--- src/rtl/ts_packet_framer.sv ---
`default_nettype none
// ============================================================================
// ts_packet_framer - MPEG-2 TS transmit packetiser, one 188-byte packet per 188 ticks
// Rev 1.0
// ============================================================================
module ts_packet_framer #(
    parameter logic [12:0] PID        = 13'h0100,
    parameter logic [12:0] NULL_PID   = 13'h1FFF,
    parameter logic [7:0]  STUFF_BYTE = 8'hFF
) (
    input  logic       clk,
    input  logic       rst_n,
    input  logic       tick_i,
    input  logic [7:0] pl_data_i,
    input  logic       pl_valid_i,
    output logic       pl_ready_o,
    input  logic       pl_avail_i,
    input  logic       pl_sop_i,
    output logic [7:0] byte_out_o,
    output logic       byte_valid_o,
    output logic       sync_o,
    output logic       null_pkt_o,
    output logic       pkt_done_o,
    output logic       err_underflow_o
);

    typedef enum logic [2:0] {
        HDR0    = 3'd0,
        HDR1    = 3'd1,
        HDR2    = 3'd2,
        HDR3    = 3'd3,
        PAYLOAD = 3'd4
    } state_t;

    localparam logic [7:0] LAST_BYTE = 8'd187;

    state_t      state_q, state_d;
    logic [7:0]  cnt_q, cnt_d;
    logic        is_null_q, is_null_d;
    logic        pusi_q, pusi_d;
    logic [3:0]  cc_q, cc_d;

    logic [7:0]  byte_q, byte_d;
    logic        valid_q, valid_d;
    logic        sync_q, sync_d;
    logic        null_q, null_d;
    logic        done_q, done_d;
    logic        uf_q, uf_d;

    logic [12:0] pid_w;
    logic        last_w;

    assign pid_w      = is_null_q ? NULL_PID : PID;
    assign last_w     = (cnt_q == LAST_BYTE);
    assign pl_ready_o = tick_i & (state_q == PAYLOAD) & ~is_null_q;

    always_comb begin
        state_d   = state_q;
        cnt_d     = cnt_q;
        is_null_d = is_null_q;
        pusi_d    = pusi_q;
        cc_d      = cc_q;
        byte_d    = 8'h00;
        valid_d   = 1'b0;
        sync_d    = 1'b0;
        null_d    = 1'b0;
        done_d    = 1'b0;
        uf_d      = 1'b0;

        if (tick_i) begin
            valid_d = 1'b1;
            done_d  = last_w;
            cnt_d   = last_w ? 8'd0 : cnt_q + 8'd1;
            null_d  = is_null_q;

            case (state_q)
                HDR0: begin
                    // Packet type and PUSI are frozen here for the whole packet.
                    is_null_d = ~pl_avail_i;
                    pusi_d    = pl_sop_i & pl_avail_i;
                    null_d    = ~pl_avail_i;
                    byte_d    = 8'h47;
                    sync_d    = 1'b1;
                    state_d   = HDR1;
                end
                HDR1: begin
                    byte_d  = {1'b0, pusi_q, 1'b0, pid_w[12:8]};
                    state_d = HDR2;
                end
                HDR2: begin
                    byte_d  = pid_w[7:0];
                    state_d = HDR3;
                end
                HDR3: begin
                    byte_d  = {2'b00, 2'b01, (is_null_q ? 4'h0 : cc_q)};
                    if (!is_null_q) begin
                        cc_d = cc_q + 4'd1;
                    end
                    state_d = PAYLOAD;
                end
                PAYLOAD: begin
                    if (is_null_q) begin
                        byte_d = STUFF_BYTE;
                    end else if (pl_valid_i) begin
                        byte_d = pl_data_i;
                    end else begin
                        // Underflow keeps the slot: stuff it rather than stretch the packet.
                        byte_d = STUFF_BYTE;
                        uf_d   = 1'b1;
                    end
                    if (last_w) begin
                        state_d = HDR0;
                    end
                end
                default: begin
                    state_d = HDR0;
                    cnt_d   = 8'd0;
                end
            endcase
        end
    end

    always_ff @(posedge clk or negedge rst_n) begin
        if (!rst_n) begin
            state_q   <= HDR0;
            cnt_q     <= 8'd0;
            is_null_q <= 1'b0;
            pusi_q    <= 1'b0;
            cc_q      <= 4'd0;
            byte_q    <= 8'h00;
            valid_q   <= 1'b0;
            sync_q    <= 1'b0;
            null_q    <= 1'b0;
            done_q    <= 1'b0;
            uf_q      <= 1'b0;
        end else begin
            state_q   <= state_d;
            cnt_q     <= cnt_d;
            is_null_q <= is_null_d;
            pusi_q    <= pusi_d;
            cc_q      <= cc_d;
            byte_q    <= byte_d;
            valid_q   <= valid_d;
            sync_q    <= sync_d;
            null_q    <= null_d;
            done_q    <= done_d;
            uf_q      <= uf_d;
        end
    end

    assign byte_out_o      = byte_q;
    assign byte_valid_o    = valid_q;
    assign sync_o          = sync_q;
    assign null_pkt_o      = null_q;
    assign pkt_done_o      = done_q;
    assign err_underflow_o = uf_q;

endmodule
`default_nettype wire

--- config.mk ---
export PLATFORM = sky130hd
export DESIGN_NAME = ts_packet_framer
export DESIGN_NICKNAME = d
export VERILOG_FILES = /design/src/rtl/ts_packet_framer.sv
export SDC_FILE = /design/constraint.sdc
export NUM_CORES = 1
export LEC_CHECK = 0
export ABC_AREA = 1
export BUFFER_PORTS_ARGS = -buffer_cell sky130_fd_sc_hd__buf_2
export CAP_MARGIN = 20
export CELL_PAD_IN_SITES_DETAIL_PLACEMENT = 1
export CELL_PAD_IN_SITES_GLOBAL_PLACEMENT = 2
export CORE_UTILIZATION = 23
export CTS_BUF_LIST = sky130_fd_sc_hd__clkbuf_8
export DETAILED_ROUTE_END_ITERATION = 16
export HOLD_SLACK_MARGIN = 0.05
export PLACE_DENSITY_LB_ADDON = 0.1
export SETUP_SLACK_MARGIN = 0.05
export SYNTH_ARGS = -nofsm -noshare
export SYNTH_HDL_FRONTEND = slang
export SYNTH_SLANG_ARGS = --single-unit
--- constraint.sdc ---
create_clock -name clk -period 1.35 [get_ports clk]
set_input_delay 0.27 -clock clk [delete_from_list [all_inputs] [get_ports clk]]
set_output_delay 0.27 -clock clk [all_outputs]
set_load 0.005 [all_outputs]
# Yosys cells after proc, flatten, opt, wreduce, memory -nomap -nowiden
# Index checks and enable logic that the tools add are counted.
# classes
n_eq_ne,6
reduce_logical,5
muxes,20
bitwise_logic,5
addsub,2
# op_table
op,count
8-bit 2-to-1 mux,5
8-bit case mux with 5 select lines,1
3-bit case mux with 5 select lines,1
13-bit 2-to-1 mux,1
1-bit 2-to-1 mux,10
"8-bit by 1-bit adder with 8-bit output, second input constant",1
"8-bit == test, second input constant",1
"3-bit by 2-bit == test with 1-bit output, second input constant",2
5-bit OR reduction,1
"4-bit by 1-bit adder with 4-bit output, second input constant",1
4-bit 2-to-1 mux,1
2-bit AND reduction,2
1-bit AND,3
"3-bit by 1-bit == test with 1-bit output, second input constant",1
"3-bit == test, second input constant",1
3-bit zero test,1
3-bit 2-to-1 mux,1
3-bit AND reduction,1
"2-bit != test, second input constant",1
1-bit inverter,2
# totals
in_bits,14
reg_bits,30

# Logic depth before layout (Yosys ltp)
# Gate-level depths: netlist of the first run.
# depth
depth_word,4
ltp_mapped,7

# Least setup slack after synthesis of the first run
# OpenSTA, ideal clock, no wires.
# synth_timing
kind,register to register
start,register cnt_q[0]
end,register cnt_q[2]
setup_slack_ns,0.178
t_arrival_ns,1.052
path_stages_with_launch,7
setup_ns,0.120
path_cell_list,dfrtp_1 -> ha_1 -> nand2_1 -> nor2_1 -> nand3_1 -> a21oi_2 -> nor2_1
# synth_via
elab_chain_len,3
elab_cells_between_ends,4
classes_between,1 x add/sub; 1 x eq/ne; 2 x mux
# synth_rtl
item,line,source
from (decl),38,"logic [7:0] cnt_q, cnt_d;"
from (signal assigned),138,cnt_q <= cnt_d;
8-bit by 1-bit adder with 8-bit output / 8-bit == test (equally long branches),"73, 54",
8-bit 2-to-1 mux *,73,cnt_d = last_w ? 8'd0 : cnt_q + 8'd1;
8-bit 2-to-1 mux *,76,case (state_q)
# Mark *: on every way between the ends. The rest lies on a longest branch, timed or not.
# A chain may end at the register's enable or synchronous reset.

# Final worst setup path of the first run
# layout_timing
start,register state_q[0]
end,output pl_ready_o
# layout_via
elab_chain_len,3
# layout_rtl
item,line,source
from (decl),37,"state_t state_q, state_d;"
from (signal assigned),137,state_q <= state_d;
3-bit == test,55,assign pl_ready_o = tick_i & (state_q == PAYLOAD) & ~is_null_q;
1-bit AND (2 in series),55,
to (decl),16,"output logic pl_ready_o,"
# No other way between the ends.

==> impl_metrics.env, run 1 <==
export IMPL_dr_pass1_iters=4
export IMPL_fin_tns_setup_ns=-0.1991
export IMPL_final_cells=305
export IMPL_post_synth_cell_area_avg_sq_um=8.140
export IMPL_n_antenna_cell=0
export IMPL_yosys_top_cells_count="42 x nand2_1, 32 x nor2_1, 30 x dfrtp_1"
export IMPL_clk_path_buf_depth=2
export IMPL_synth_top_area_share_pct=51.81
export IMPL_die_y_um=81.37
export IMPL_die_w_um=81.37
export IMPL_cp_end_kind="output port"
export IMPL_power_total_uw=4186
export IMPL_critPathLaunchType="flop"
export IMPL_routed_wl_um=4217
export IMPL_avgRoutedWirePerCell_um=13.83
export IMPL_yosys_top_cells_area="dfrtp_1 52%, nand2_1 11%, nor2_1 8.3%"
export IMPL_setup_viol_count_final=8
export IMPL_worst_slack_ns=-0.08474
export IMPL_yosys_register_bits=30
export IMPL_ys_async_sr_fraction_pct=100.0
export IMPL_fin_crit_ns=1.435
export IMPL_timing_slew_headroom_pct=73.42
export IMPL_grt_pass1_wl_um=6706
export IMPL_dp_cells=291
export IMPL_yosysMostFrequentCell="nand2_1"
export IMPL_rows=28
export IMPL_drive_gt1_share_pct=42.61
export IMPL_cts_made_buffers=5
export IMPL_outcome="complete, but fails checks"
export IMPL_die_area_sq_um=6621
export IMPL_ys_warn_count=0
export IMPL_synth_flop_cell="dfrtp_1"
export IMPL_track_usage_pct=13.76
export IMPL_antenna_found_initial=0
export IMPL_violations="negative setup slack"
export IMPL_final_nets=247
export IMPL_ant_nets=0
export IMPL_gp_congestion=0.8080
export IMPL_p_leak_uw=0.001014
export IMPL_netlist_area_sq_um=1449
export IMPL_cts_root_buffer="clkbuf_8"
export IMPL_synth_cells=178
export IMPL_cp_data_arrival_time_ns=1.16
export IMPL_cp_max_fo=3
export IMPL_grt_ovfl_total=0
export IMPL_hold_viol=0
export IMPL_grt_max_degree=17
export IMPL_cts_sink_count=30
export IMPL_worstPathRequired_ns=1.08
export IMPL_drc=0
export IMPL_ir_drop_v=0.0006216
export IMPL_clkTransAtPathRegs_ns=0.06
export IMPL_cts_tree="built"
export IMPL_path_class="flop to output port"
export IMPL_syn_num_nets=194
export IMPL_yosysSeqAreaShare_pct=51.81
export IMPL_drv_slew=0
export IMPL_power_density_nw_per_um2=1976
export IMPL_start_util_pct=24.19
export IMPL_hold_class="primary input to flop"
export IMPL_syn_to_final_growth_pct=46.20
export IMPL_skew_ns=0.004374
export IMPL_clkLatencyLatePin_ns=0.28
export IMPL_cts_htree_levels=2
export IMPL_pin_count=28
export IMPL_rsz0062_at_grt="yes"
export IMPL_cap_violations=0
export IMPL_ys_types=22
export IMPL_viasPerCell=4.472
export IMPL_tightest_slew_ns=0.3988
export IMPL_fillers=726
export IMPL_drt_iter0_markers=9
export IMPL_period_share_pct=106.3
export IMPL_max_freq_ghz=0.6970
export IMPL_port_buffers=27
export IMPL_vias=1364
export IMPL_core_sq_um=5991
export IMPL_fin_hold_ws_ns=0.2021
export IMPL_pre_cts_slack_ns=-0.08755
export IMPL_first_global_vias=1448
export IMPL_post_dp_hpwl_um=3156
export IMPL_synth_edf_count=0
export IMPL_yosys_area_top_type="dfrtp_1"
==> cell type report <==
cell class	instances	area (sq um)	share of cell area, %
clock buffer	6	82.58	3.898
inverter	17	66.31	3.131
tap	75	93.84	4.430
sequential	30	754.5	35.62
multi-input combinational	129	794.5	37.51
timing repair buffer	48	326.6	15.42
==> path summary, 6_finish.rpt <==
kind / from / to / slack (ns) / depth (start not counted)
max: state_q[0] / pl_ready_o / -0.08 / 4
min: pl_valid_i / err_underflow_o / 0.20 / 2
max reg2reg: state_q[0] / byte_out_o[3] / -0.03 / 9
min reg2reg: cc_q[2] / cc_q[2] / 0.52 / 1
max in group asynchronous: rst_n / state_q[2] / 0.45 / 3
min in group asynchronous: rst_n / byte_valid_o / 0.46 / 2
==> through the flow <==
stage,instance area (sq um),util (%)
2_1_floorplan,1449,-
3_3_place_gp,1779,29.70
3_5_place_dp,1779,29.70
4_1_cts,1926,32.14
5_1_grt,2118,35.36
6_report,2118,35.36
==> cells in the final DEF (no fill, tap or decap), drive strengths merged <==
cell / instances
nand3: 20
nor3: 1
clkinv: 1
clkbuf: 6
dfrtp: 30
nor4: 1
xnor2: 4
nand2: 42
ha: 2
dlygate4sd3: 1
a21oi: 7
nand4: 3
xor2: 2
o21ai: 12
buf: 47
o21bai: 1
nor2: 33
mux2i: 1
inv: 16
==> power breakdown <==
group	switching (uW)	internal, uW	leakage, uW	total [uW]
Combinational	1080	887	0.000587	1970
Clock	329	393	0.0000431	722
Sequential	286	1210	0.000384	1490
==> registers in the layout, summed over array words and instances, names as in the netlist <==
register,cells
sync_o,1
byte_valid_o,1
err_underflow_o,1
pusi_q,1
pkt_done_o,1
state_q,3
is_null_q,1
byte_out_o,8
cc_q,4
null_pkt_o,1
cnt_q,8
==> worst max-delay path, cell delays in order (launching register included) <==
cell,delay (ns)
dfrtp_2,0.43
nor2_4,0.12
nand2_2,0.08
nor3_2,0.12
buf_2,0.14
==> what timing repair did <==
| action | in CTS | in global routing |
|---|---|---|
| hold endpoints to repair | 14 | 0 |
| hold buffers | 1 | 0 |
| pin swaps | 4 | 19 |
| setup endpoints to repair | 12 | 26 |
| gates resized for setup | 8 | 55 |
| buffers inserted | 4 | 3 |
==> routing by layer <==
metal	global-route usage, %	share of wire (%)
met1	16.18	43
met2	23.00	51
met3	4.157	4.1
met4	5.893	1.9
met5	0	0
==> logic make-up after synthesis <==
logic type               share of synthesized area [%]
multiplexers                                    0.6909
adder cells (fa/ha/maj)                          1.727
buffers and inverters                            5.008
AO/OA/AOI/OAI                                    7.341
XOR/XNOR                                         3.627
flip-flops                                       51.81
AND/OR/NAND/NOR                                  29.79
(Power assumes the default switching activity.)
==> run 2, diff against run 1 <==
--- a/config.mk
+++ b/config.mk
@@ -5,7 +5,6 @@
 export SDC_FILE = /design/constraint.sdc
 export NUM_CORES = 1
 export LEC_CHECK = 0
-export ABC_AREA = 1
 export BUFFER_PORTS_ARGS = -buffer_cell sky130_fd_sc_hd__buf_2
 export CAP_MARGIN = 20
 export CELL_PAD_IN_SITES_DETAIL_PLACEMENT = 1
==> constraint.sdc (replaced) <==
create_clock -name clk -period 1.5 [get_ports clk]
set_input_delay 0.3 -clock clk [delete_from_list [all_inputs] [get_ports clk]]
set_output_delay 0.3 -clock clk [all_outputs]
set_load 0.005 [all_outputs]
==> impl_metrics.env, run 2 <==
export IMPL_ys_types=38
export IMPL_power_density_nw_per_um2=1784
export IMPL_cts_sink_count=30
export IMPL_clk_path_buf_depth=2
export IMPL_layout_common_cells="29 x dfrtp_1, 26 x buf_2, 26 x buf_4, 14 x nand2_1, 9 x nor2_1"
export IMPL_cp_depth=4
export IMPL_critical_path_top_delay_family="flip-flops"
export IMPL_grt_ovfl_total=0
export IMPL_critPathLaunchType="flop"
export IMPL_yosys_top_cells_area="dfrtp_1 51%, nand2_1 3.8%, nor2_1 3.1%"
export IMPL_drv_slew=0
export IMPL_gp_congestion=0.8020
export IMPL_die_w_um=81.78
export IMPL_postPlaceCellArea_sq_um=1759
export IMPL_dr_pass1_iters=4
export IMPL_synth_edf_count=0
export IMPL_p_leak_uw=0.0009701
export IMPL_rsz0062_at_grt="yes"
export IMPL_fin_crit_ns=1.496
export IMPL_synth_flop_cell="dfrtp_1"
export IMPL_clkTransAtPathRegs_ns=0.07
export IMPL_hold_viol=0
export IMPL_yosys_top_cells_count="30 x dfrtp_1, 15 x nand2_1, 12 x nor2_1"
export IMPL_worst_path_buf_inv=2
export IMPL_min_path_cells=2
export IMPL_skew_ns=0.004017
export IMPL_rows=28
export IMPL_fin_area_sq_um=2081
export IMPL_start_util_pct=24.29
export IMPL_ys_warn_count=0
export IMPL_critical_path_max_stage_delay_ns=0.41
export IMPL_cp_max_fo=2
export IMPL_timing_slew_headroom_pct=72.91
export IMPL_antenna_found_initial=0
export IMPL_max_freq_ghz=0.6687
export IMPL_synth_top_area_share_pct=51.28
export IMPL_worstPathRequired_ns=1.20
export IMPL_ir_drop_v=0.0005230
export IMPL_cpMaxStageDelayCell="dfrtp_1"
export IMPL_path_class="flop to output port"
export IMPL_setup_viol_count_final=0
export IMPL_crit_chain="buf_12, nor2b_4, and3_4, buf_6"
export IMPL_fin_hold_ws_ns=0.2002
export IMPL_yosys_area_top_type="dfrtp_1"
export IMPL_outcome="completed"
export IMPL_clkLatencyLatePin_ns=0.28
export IMPL_first_global_vias=1308
export IMPL_yosys_register_bits=30
export IMPL_pin_count=28
export IMPL_post_synth_cell_area_avg_sq_um=10.24
export IMPL_cp_end_kind="output port"
export IMPL_rr_worst_depth=4
export IMPL_final_nets=214
export IMPL_syn_num_nets=159
export IMPL_vias=1266
export IMPL_n_antenna_cell=0
export IMPL_final_common_cell="dfrtp_1"
export IMPL_avgRoutedWirePerCell_um=14.53
export IMPL_viasPerCell=4.620
export IMPL_yosysSeqAreaShare_pct=51.28
export IMPL_cts_tree="built"
export IMPL_drive_gt1_share_pct=44.72
export IMPL_synth_cells=143
export IMPL_cts_made_buffers=5
export IMPL_hold_class="primary input to flop"
export IMPL_syn_to_final_growth_pct=42.14
export IMPL_period_share_pct=99.70
export IMPL_drt_iter0_markers=36
export IMPL_cts_htree_levels=2
export IMPL_core_sq_um=6026
export IMPL_tightest_slew_ns=0.4064
export IMPL_ant_nets=0
export IMPL_cts_root_buffer="clkbuf_8"
export IMPL_yosysMostFrequentCell="dfrtp_1"
export IMPL_drc=0
export IMPL_cap_violations=0
export IMPL_cp_data_arrival_time_ns=1.20
export IMPL_fin_util_pct=34.53
export IMPL_track_usage_pct=13.07
export IMPL_die_area_sq_um=6688
export IMPL_post_dp_hpwl_um=2775
export IMPL_grt_pass1_wl_um=6403
export IMPL_die_y_um=81.78
export IMPL_routed_wl_um=3982
export IMPL_grt_max_degree=31
export IMPL_port_buffers=27
export IMPL_ys_async_sr_fraction_pct=100.0
export IMPL_netlist_area_sq_um=1464
-- run 2: path summary, 6_finish.rpt --
kind,from,to,slack (ns)
min,pl_valid_i,err_underflow_o,0.20
max reg2reg,state_q[2],cc_q[1],0.04
min reg2reg,cc_q[3],cc_q[3],0.47
min in group asynchronous,rst_n,byte_out_o[0],0.57
max in group asynchronous,rst_n,is_null_q,0.62
max,state_q[2],pl_ready_o,0.004
-- run 2: report_power, final --
| group | switching [uW] | internal (uW) | total (uW) |
|---|---|---|---|
| clock network | 317 | 488 | 805 |
| registers | 218 | 1060 | 1280 |
| logic | 745 | 878 | 1620 |
-- run 2: through the flow --
stage	instances	setup WS [ns]	setup TNS [ns]	total power (uW)
6_report	274	0.004494	0	3711
3_3_place_gp	250	0.08814	0	2518
4_1_cts	264	-0.01314	-0.02097	3559
5_1_grt	274	-0.08224	-0.1557	3998
2_1_floorplan	143	0.08425	0	2069
3_5_place_dp	250	0.008033	0	2564
-- run 2: routing by layer --
layer	vias to the layer above	part of all wire, %	GRT usage (%)
met2	29	44	20.00
met4	0	1.4	4.737
met3	7	5.0	3.667
met1	623	49	17.44
li1	607	-	-
met5	-	0	0
-- run 2: what timing repair did --
item,CTS,global route
gates resized for setup,14,12
hold buffers,1,0
buffers inserted,5,10
endpoints found under the hold margin,17,0
pin swaps,3,12
endpoints found under the setup margin,6,13
-- run 2: logic make-up (layout without fill, tap and decap cells) --
family                   Yosys count  after routing  synth area share [%]
AND/OR/NAND/NOR                   50             50                 17.44
flip-flops                        30             30                 51.28
XOR/XNOR                           7              7                 4.188
AO/OA/AOI/OAI                     36             36                 16.75
multiplexers                       6              6                 4.359
adder cells (fa/ha/maj)            2              2                 1.709
buffers and inverters             12             68                 4.274
-- run 2: area by class of cell --
class / count / area (sq um)
Clock buffer: 5 / 68.82
Timing Repair Buffer: 57 / 389.1
Sequential cell: 30 / 752.0
Multi-Input combinational cell: 101 / 725.7
Clock inverter: 3 / 40.04
Fill cell: 708 / 3945
Tap cell: 75 / 93.84
Inverter: 3 / 11.26
==> run 3, diff against run 2 <==
--- a/config.mk
+++ b/config.mk
@@ -14,6 +14,7 @@
 export DETAILED_ROUTE_END_ITERATION = 16
 export HOLD_SLACK_MARGIN = 0.05
 export PLACE_DENSITY_LB_ADDON = 0.1
+export REMOVE_ABC_BUFFERS = 1
 export SETUP_SLACK_MARGIN = 0.05
 export SYNTH_ARGS = -nofsm -noshare
 export SYNTH_HDL_FRONTEND = slang
==> impl_metrics.env, run 3 (synthesized netlist as in run 2, its figures left out) <==
export IMPL_outcome="completed"
export IMPL_power_total_uw=3503
export IMPL_routed_wl_um=4023
export IMPL_tightest_slew_ns=0.4059
export IMPL_dr_pass1_iters=4
export IMPL_cpMaxStageDelayCell="dfrtp_1"
export IMPL_grt_ovfl_total=0
export IMPL_ant_nets=0
export IMPL_cap_violations=0
export IMPL_layout_common_cells="29 x dfrtp_1, 26 x buf_2, 26 x buf_4, 14 x nand2_1, 10 x nor2_1"
export IMPL_clkTransAtPathRegs_ns=0.06
export IMPL_period_share_pct=99.77
export IMPL_final_common_cell="dfrtp_1"
export IMPL_cp_end_kind="flop"
export IMPL_timing_slew_headroom_pct=72.94
export IMPL_critPathLaunchType="flop"
export IMPL_final_nets=214
export IMPL_rows=28
export IMPL_critical_path_max_stage_delay_ns=0.40
export IMPL_gp_congestion=0.7376
export IMPL_n_antenna_cell=0
export IMPL_clkLatencyLatePin_ns=0.27
export IMPL_grt_pass1_wl_um=6630
export IMPL_cts_root_buffer="clkbuf_8"
export IMPL_cts_made_buffers=5
export IMPL_drt_iter0_markers=32
export IMPL_ir_drop_v=0.0005981
export IMPL_rsz0062_at_grt="yes"
export IMPL_fin_area_sq_um=2043
export IMPL_drc=0
export IMPL_drive_gt1_share_pct=42.64
export IMPL_fillers=729
export IMPL_setup_viol_count_final=0
export IMPL_hold_class="primary input to flop"
export IMPL_post_dp_hpwl_um=2818
export IMPL_viasPerCell=4.522
export IMPL_antenna_found_initial=0
export IMPL_first_global_vias=1308
export IMPL_clk_path_buf_depth=2
export IMPL_pin_count=28
export IMPL_power_density_nw_per_um2=1714
export IMPL_grt_max_degree=31
export IMPL_cts_htree_levels=2
export IMPL_start_util_pct=24.29
export IMPL_port_buffers=27
export IMPL_core_sq_um=6026
export IMPL_cp_max_fo=7
export IMPL_fin_hold_ws_ns=0.2084
export IMPL_cts_tree="built"
export IMPL_path_class="flop to flop"
export IMPL_fin_crit_ns=1.496
export IMPL_avgRoutedWirePerCell_um=14.79
export IMPL_die_area_sq_um=6688
export IMPL_worstPathRequired_ns=1.68
export IMPL_cts_sink_count=30
export IMPL_vias=1230
export IMPL_die_y_um=81.78
export IMPL_max_freq_ghz=0.6682
export IMPL_crit_path_frequent_cell="a31oi_1"
export IMPL_drv_slew=0
export IMPL_skew_ns=0.004320
export IMPL_syn_to_final_growth_pct=39.57
export IMPL_hold_viol=0
export IMPL_postPlaceCellArea_sq_um=1769
export IMPL_cp_data_arrival_time_ns=1.68
export IMPL_track_usage_pct=13.55
export IMPL_crit_chain="buf_4, or2_4, a21oi_4, a31oi_1, a31oi_1"
export IMPL_die_w_um=81.78
export IMPL_p_leak_uw=0.0009533
## run 3: cell types whose count changed in the layout (fill, tap and decap cells not counted), sizes merged
cell / delta
clkinv: -2
bufinv: -1
clkbuf: +1
## run 3: what timing repair did
action / 4_1_cts / 5_1_grt
hold endpoints to repair: 8 / 0
endpoints found under the setup margin: 6 / 19
gates resized for setup: 11 / 13
hold buffers: 1 / 0
pin swaps: 3 / 9
setup buffers: 9 / 3
## run 3: worst max-delay path: cells and delay by family, from the launching register on
family | cells | cell delay [ns]
compound gates | 3 | 0.58
buf+inv | 1 | 0.15
flops | 1 | 0.40
simple gates | 1 | 0.28
## run 3: per-stage QoR
step / std cells / util, % / TNS [ns] / setup WS [ns]
floorplan: 134 / - / -0.002583 / -0.002583
global placement: 253 / 29.36 / 0 / 0.08294
CTS: 269 / 32.75 / 0 / 0.01674
finish: 272 / 33.91 / 0 / 0.003512
detailed placement: 253 / 29.36 / -0.1262 / -0.04677
global route: 272 / 33.91 / -0.09043 / -0.03591
## run 3: layout make-up
| type | count | area, sq um | share of cell area (%) |
|---|---|---|---|
| multi-input cells | 101 | 723.2 | 35.39 |
| flip-flops and latches | 30 | 752.0 | 36.80 |
| repair buffers | 57 | 380.4 | 18.62 |
| inverters | 3 | 11.26 | 0.5511 |
| well taps | 75 | 93.84 | 4.593 |
| clock buffers | 6 | 82.58 | 4.042 |
## run 3: final timing paths
kind | startpoint | to | slack, ns | cells past startpoint
max in group asynchronous | rst_n | is_null_q | 0.60 | 3
worst min-delay path | pl_valid_i | err_underflow_o | 0.21 | 2
worst min register to register | cc_q[3] | cc_q[3] | 0.49 | 1
worst max-delay path | state_q[0] | cnt_q[5] | 0.004 | 5
worst max register to register | state_q[0] | cnt_q[5] | 0.004 | 5
min in group asynchronous | rst_n | err_underflow_o | 0.58 | 3
## run 3: routing by layer
layer  GRT usage, %  vias up  wire length, um
met2          21.65       23             1855
met5              0        -                0
li1               -      606                -
met4          5.789        0               53
met1          17.25      597             1961
met3          3.333        4              153
## run 3: where the power goes
part / internal [uW] / switching [uW] / total, uW
Clock: 353 / 283 / 636
Combinational: 846 / 750 / 1600
Sequential: 1060 / 206 / 1270
